<file path="src/rtl/qsn_sel_gen_len15_if.sv">
// Control channel of the length-15 QSN selector generator: shift-factor request in, shifter/merge controls out.
// master = upstream/downstream environment side, slave = the generator block.
interface qsn_sel_gen_len15_if;
    logic [3:0]  shift_factor;
    logic        dir;
    logic        in_valid;
    logic        in_ready;
    logic        out_valid;
    logic        out_ready;
    logic [3:0]  left_sft;
    logic [3:0]  right_sft;
    logic [13:0] merge_sel;
    logic        shift_err;
    logic [7:0]  err_cnt;

    modport master (
        output shift_factor, dir, in_valid, out_ready,
        input  in_ready, out_valid, left_sft, right_sft, merge_sel, shift_err, err_cnt
    );

    modport slave (
        input  shift_factor, dir, in_valid, out_ready,
        output in_ready, out_valid, left_sft, right_sft, merge_sel, shift_err, err_cnt
    );
endinterface

</file>
<file path="src/rtl/qsn_sel_gen_len15.sv">
// Purpose: decode a circulant shift factor into left/right shifter amounts and merge select for a Z=15 QSN.
// Latency: PIPE_STAGES-1 cycles after the accepting edge (registered output from the last slot).
// Backpressure: a held last-stage output freezes every slot (bubbles included); in_ready drops combinationally.
module qsn_sel_gen_len15 #(
    parameter int PIPE_STAGES = 2,
    parameter int Z           = 15
) (
    input  logic                 sys_clk,
    input  logic                 rst,
    qsn_sel_gen_len15_if.slave   bus
);
    typedef struct packed {
        logic [3:0]  left;
        logic [3:0]  right;
        logic [13:0] sel;
        logic        err;
    } ctl_t;

    localparam ctl_t CTL_RST = '{left: 4'd0, right: 4'd0, sel: 14'h3FFF, err: 1'b0};

    logic [PIPE_STAGES-1:0] vld;
    ctl_t                   dat [PIPE_STAGES];
    ctl_t                   dec;
    logic [3:0]             s_in;
    logic [3:0]             s_eff;
    logic                   stall;
    logic                   accept;
    logic [7:0]             err_cnt_q;

    assign stall  = vld[PIPE_STAGES-1] && !bus.out_ready;
    assign accept = bus.in_valid && !stall;

    // An illegal factor of 15 is treated as a zero shift and flagged on the sideband.
    always_comb begin
        dec   = CTL_RST;
        s_in  = (bus.shift_factor == 4'd15) ? 4'd0 : bus.shift_factor;
        s_eff = (!bus.dir || s_in == 4'd0) ? s_in : 4'(Z) - s_in;
        dec.left  = s_eff;
        dec.right = (s_eff == 4'd0) ? 4'd0 : 4'(Z) - s_eff;
        dec.err   = (bus.shift_factor == 4'd15);
        for (int i = 0; i < 14; i++) begin
            dec.sel[i] = (i < (Z - int'(s_eff)));
        end
    end

    // Slot payloads only load when a valid entry moves in, so the last slot keeps its value across bubbles.
    always_ff @(posedge sys_clk) begin
        if (rst) begin
            vld <= '0;
            for (int i = 0; i < PIPE_STAGES; i++) begin
                dat[i] <= CTL_RST;
            end
        end else if (!stall) begin
            vld[0] <= accept;
            if (accept) begin
                dat[0] <= dec;
            end
            for (int i = 1; i < PIPE_STAGES; i++) begin
                vld[i] <= vld[i-1];
                if (vld[i-1]) begin
                    dat[i] <= dat[i-1];
                end
            end
        end
    end

    always_ff @(posedge sys_clk) begin
        if (rst) begin
            err_cnt_q <= 8'd0;
        end else if (accept && bus.shift_factor == 4'd15 && err_cnt_q != 8'd255) begin
            err_cnt_q <= err_cnt_q + 8'd1;
        end
    end

    assign bus.in_ready  = !stall;
    assign bus.out_valid = vld[PIPE_STAGES-1];
    assign bus.left_sft  = dat[PIPE_STAGES-1].left;
    assign bus.right_sft = dat[PIPE_STAGES-1].right;
    assign bus.merge_sel = dat[PIPE_STAGES-1].sel;
    assign bus.shift_err = dat[PIPE_STAGES-1].err;
    assign bus.err_cnt   = err_cnt_q;
endmodule

</file>
<file path="src/flat_wrapper.sv">
// flat-port wrapper written by rule: the top's interface ports become plain ports
module qsn_sel_gen_len15_flat 
#(
    parameter int PIPE_STAGES = 2,
    parameter int Z           = 15
)
  (sys_clk, rst, bus_shift_factor, bus_dir, bus_in_valid, bus_out_ready, bus_in_ready, bus_out_valid, bus_left_sft, bus_right_sft, bus_merge_sel, bus_shift_err, bus_err_cnt);
  qsn_sel_gen_len15_if bus_i ();
  input  logic sys_clk;
  input  logic rst;
  input wire logic [$bits(bus_i.shift_factor)-1:0] bus_shift_factor;
  input wire logic [$bits(bus_i.dir)-1:0] bus_dir;
  input wire logic [$bits(bus_i.in_valid)-1:0] bus_in_valid;
  input wire logic [$bits(bus_i.out_ready)-1:0] bus_out_ready;
  output wire logic [$bits(bus_i.in_ready)-1:0] bus_in_ready;
  output wire logic [$bits(bus_i.out_valid)-1:0] bus_out_valid;
  output wire logic [$bits(bus_i.left_sft)-1:0] bus_left_sft;
  output wire logic [$bits(bus_i.right_sft)-1:0] bus_right_sft;
  output wire logic [$bits(bus_i.merge_sel)-1:0] bus_merge_sel;
  output wire logic [$bits(bus_i.shift_err)-1:0] bus_shift_err;
  output wire logic [$bits(bus_i.err_cnt)-1:0] bus_err_cnt;
  assign bus_i.shift_factor = bus_shift_factor;
  assign bus_i.dir = bus_dir;
  assign bus_i.in_valid = bus_in_valid;
  assign bus_i.out_ready = bus_out_ready;
  assign bus_in_ready = bus_i.in_ready;
  assign bus_out_valid = bus_i.out_valid;
  assign bus_left_sft = bus_i.left_sft;
  assign bus_right_sft = bus_i.right_sft;
  assign bus_merge_sel = bus_i.merge_sel;
  assign bus_shift_err = bus_i.shift_err;
  assign bus_err_cnt = bus_i.err_cnt;
  qsn_sel_gen_len15 #(.PIPE_STAGES(PIPE_STAGES), .Z(Z)) u_core (.sys_clk(sys_clk), .rst(rst), .bus(bus_i));
endmodule
</file>
<file path="config.mk">
export PLATFORM = sky130hd
export DESIGN_NAME = qsn_sel_gen_len15_flat
export DESIGN_NICKNAME = d
export VERILOG_FILES = /design/src/rtl/qsn_sel_gen_len15_if.sv /design/src/rtl/qsn_sel_gen_len15.sv /design/src/flat_wrapper.sv
export SDC_FILE = /design/constraint.sdc
export NUM_CORES = 1
export LEC_CHECK = 0
export ABC_AREA = 1
export BUFFER_PORTS_ARGS = -buffer_cell sky130_fd_sc_hd__buf_2
export CORE_MARGIN = 1.5
export CORE_UTILIZATION = 49
export CTS_CLUSTER_DIAMETER = 200
export DETAILED_ROUTE_END_ITERATION = 7
export PLACE_DENSITY = 0.7
export REMOVE_ABC_BUFFERS = 1
export SLEW_MARGIN = 40
export SYNTH_ARGS = -nofsm -noshare
export SYNTH_HDL_FRONTEND = slang
export SYNTH_SLANG_ARGS = --single-unit
</file>
<file path="constraint.sdc">
create_clock -name sys_clk -period 1.6 [get_ports sys_clk]
set_input_delay 0 -clock sys_clk [delete_from_list [all_inputs] [get_ports sys_clk]]
set_output_delay 0 -clock sys_clk [all_outputs]
set_load 0.02 [all_outputs]
</file>
==> metrics.md <==
| Metric | Value |
|---|---|
| Status | `finished clean` |
| Netlist cell types | `32` |
| Total power | `0.00275 W` |
| Clk_lat worst skew | `0.31 ns` |
| # diodes | `0` |
| Area grow syn2layout | `11.4%` |
| Final Non-Filler Cells | `345` |
| Setup Viol. Count Final | `0` |
| Leading cell types in the layout, fill and taps excluded | `46 x edfxtp_1, 41 x buf_2, 34 x nand2_1` |
| DRC errors left | `0` |
| Final worst path period need | `1.45 ns` |
| Share of cells above drive strength 1 | `35.6%` |
| Setup Crit Path Kind | `flop to flop` |
| Worst hold path type | `input pin to flop` |
| Routed Antenna Nets | `0` |
| Tcrit/Tclk final | `90.7%` |
| Pleak | `1.17 nW` |
| CTS tree | `built` |
| Design area | `2910 sq um` |
| First-pass GRT wire length | `5.74 mm` |
| Ranking of synthesized cells by area | `edfxtp_1 53%, dfxtp_1 7.7%, buf_4 6.3%` |
| WL/cell | `9.59 um` |
| PwrDens | `944 nW/um^2` |
| Initial Utilization | `51.1%` |
| Final hold slack | `0.216 ns` |
| Final WL | `3.31 mm` |
| Avg Vias per Cell | `4.38` |
| Vias | `1512` |
| CP Capture Type | `flop` |
| Root Driver | `clkbuf_8` |
| Initial antenna violation count | `0` |
| Setup tns final | `0 ns` |
| Fin. Hold Viols | `0` |
| Die H | `76 um` |
| Pin count of the biggest net entering global routing | `26` |
| Hpwl dp | `2.38 mm` |
| Grt ovf | `0` |
| Row cnt | `26` |
| TritonRoute pass-1 iters | `4` |
| Syn Std Cell Area | `2610 sq um` |
| Placed Area | `2790 sq um` |
| Crit path max fanout | `9` |
| Die area | `5780 sq um` |
| Startpoint Class | `flop` |
| Number of synthesized register bits | `56` |
| Count of input and output buffers | `41` |
| Clock transition at the registers of the reported paths | `0.09 ns` |
| Final #Nets | `284` |
| Max Clock Freq | `689 MHz` |
| Register area share after synthesis | `60.6%` |
| GRT Total Usage | `12.6%` |
| Syn_area_per_cell | `10.8 sq um` |
| Resized cells post-CTS | `0` |
| # H-tree levels | `2` |
| Worst Path Arrival | `1.70 ns` |
| RD Place Congestion | `0.814` |
| Skew final | `0.00587 ns` |
| Commonest non-fill, non-tap cell in the layout | `edfxtp_1` |
| Max-cap violations | `0` |
| Clk sinks | `56` |
| Worst vdd ir | `0.364 mV` |
| Worst Path Required | `1.85 ns` |
| Area share of the leading cell type in the synthesized netlist | `52.9%` |
| Placed cell count | `334` |
| Pins over their slew limit | `0` |
| CTS Buf Count | `5` |
| Syn. warnings | `0` |
| CTS max path bufs | `2` |
| Post-Synthesis Cells | `241` |
| I/O pins | `42` |
| Largest area contributor in the netlist | `edfxtp_1` |
| Core footprint | `5110 sq um` |
| Die Wd | `76 um` |
| Unrepaired setup endpoints after global routing | `no` |
| DR iter-0 viols | `38` |
| Number of global-route vias before repair | `1369` |
## what timing repair did
item,in CTS,in global routing
setup endpoints to repair,0,0
hold buffers,3,0
endpoints found under the hold margin,6,0
setup buffers,0,0
## state kept, by name, summed over array words and instances, names as in the netlist
name	flops
u_core.bus.err_cnt	8
u_core.vld	2
u_core.dat	46
## layer usage
metal	wire length, um	part of all wire, %	track usage, %
met1	1580	48	15.4
met2	1510	46	20.9
met3	154	4.7	3.59
met4	70	2.1	5.56
met5	0	0	0
## metrics by stage
step / worst slack [ns] / util (%)
floorplan: -0.338 / -
global placement: 0.225 / 54.6
finish: 0.149 / 56.9
detailed placement: 0.163 / 54.6
CTS: 0.142 / 56.9
global route: 0.00417 / 56.9
## critical path, stage by stage (launching register included)
cell     delay [ns]
dfxtp_1        0.40
ha_1           0.25
nand4_2        0.15
o21ai_2        0.24
inv_2          0.13
nand3_1        0.08
nand2_1        0.06
a21oi_2        0.09
## synth_stat cells (all sizes together)
master and n:
nor3 1, conb 1, nor2 31, or2 14, xnor2 3, a21oi 8, ha 1, o21ai 7
clkinv 1, buf 24, edfxtp 46, inv 30, nand4 2, clkbuf 1, nand3 13, nand2 47
xor2 1, dfxtp 10
## report_power, final
| group | total, W | switching (W) | internal, W |
|---|---|---|---|
| registers | 0.00169 | 0.0000168 | 0.00167 |
| logic | 0.000326 | 0.000217 | 0.000110 |
| clock network | 0.000732 | 0.000430 | 0.000302 |
| total | 0.00275 | 0.000663 | 0.00208 |
## area by class of cell
cell class | count | area [sq um]
fillers | 435 | 2200
flip-flops and latches | 56 | 1580
multi-input cells | 129 | 727
repair buffers | 51 | 300
inverters | 31 | 124
well taps | 70 | 87.6
clock buffers | 5 | 68.8
clock inverters | 3 | 18.8
## kinds of logic after synthesis
kind of cell,after synthesis,share of synthesized area (%)
buffers and inverters,56,11.6
AOI/OAI and AO/OA,15,3.31
adders and majority gates,1,0.479
other,1,0.144
DFF,56,60.6
and+or+nand+nor,108,22.6
xor gates and xnor gates,4,1.34
## final timing paths
path / start / to / slack [ns] / cells past startpoint
setup / recovery: u_core.bus.err_cnt[1] / u_core.bus.err_cnt[2] / 0.15 / 7
hold / removal: bus_shift_factor[3] / u_core.dat[0][0] / 0.22 / 5
setup reg to reg: u_core.bus.err_cnt[1] / u_core.bus.err_cnt[2] / 0.15 / 7
hold reg to reg: u_core.dat[0][4] / u_core.dat[0][27] / 0.50 / 1
Note: power is estimated with default switching activity, not from simulation.
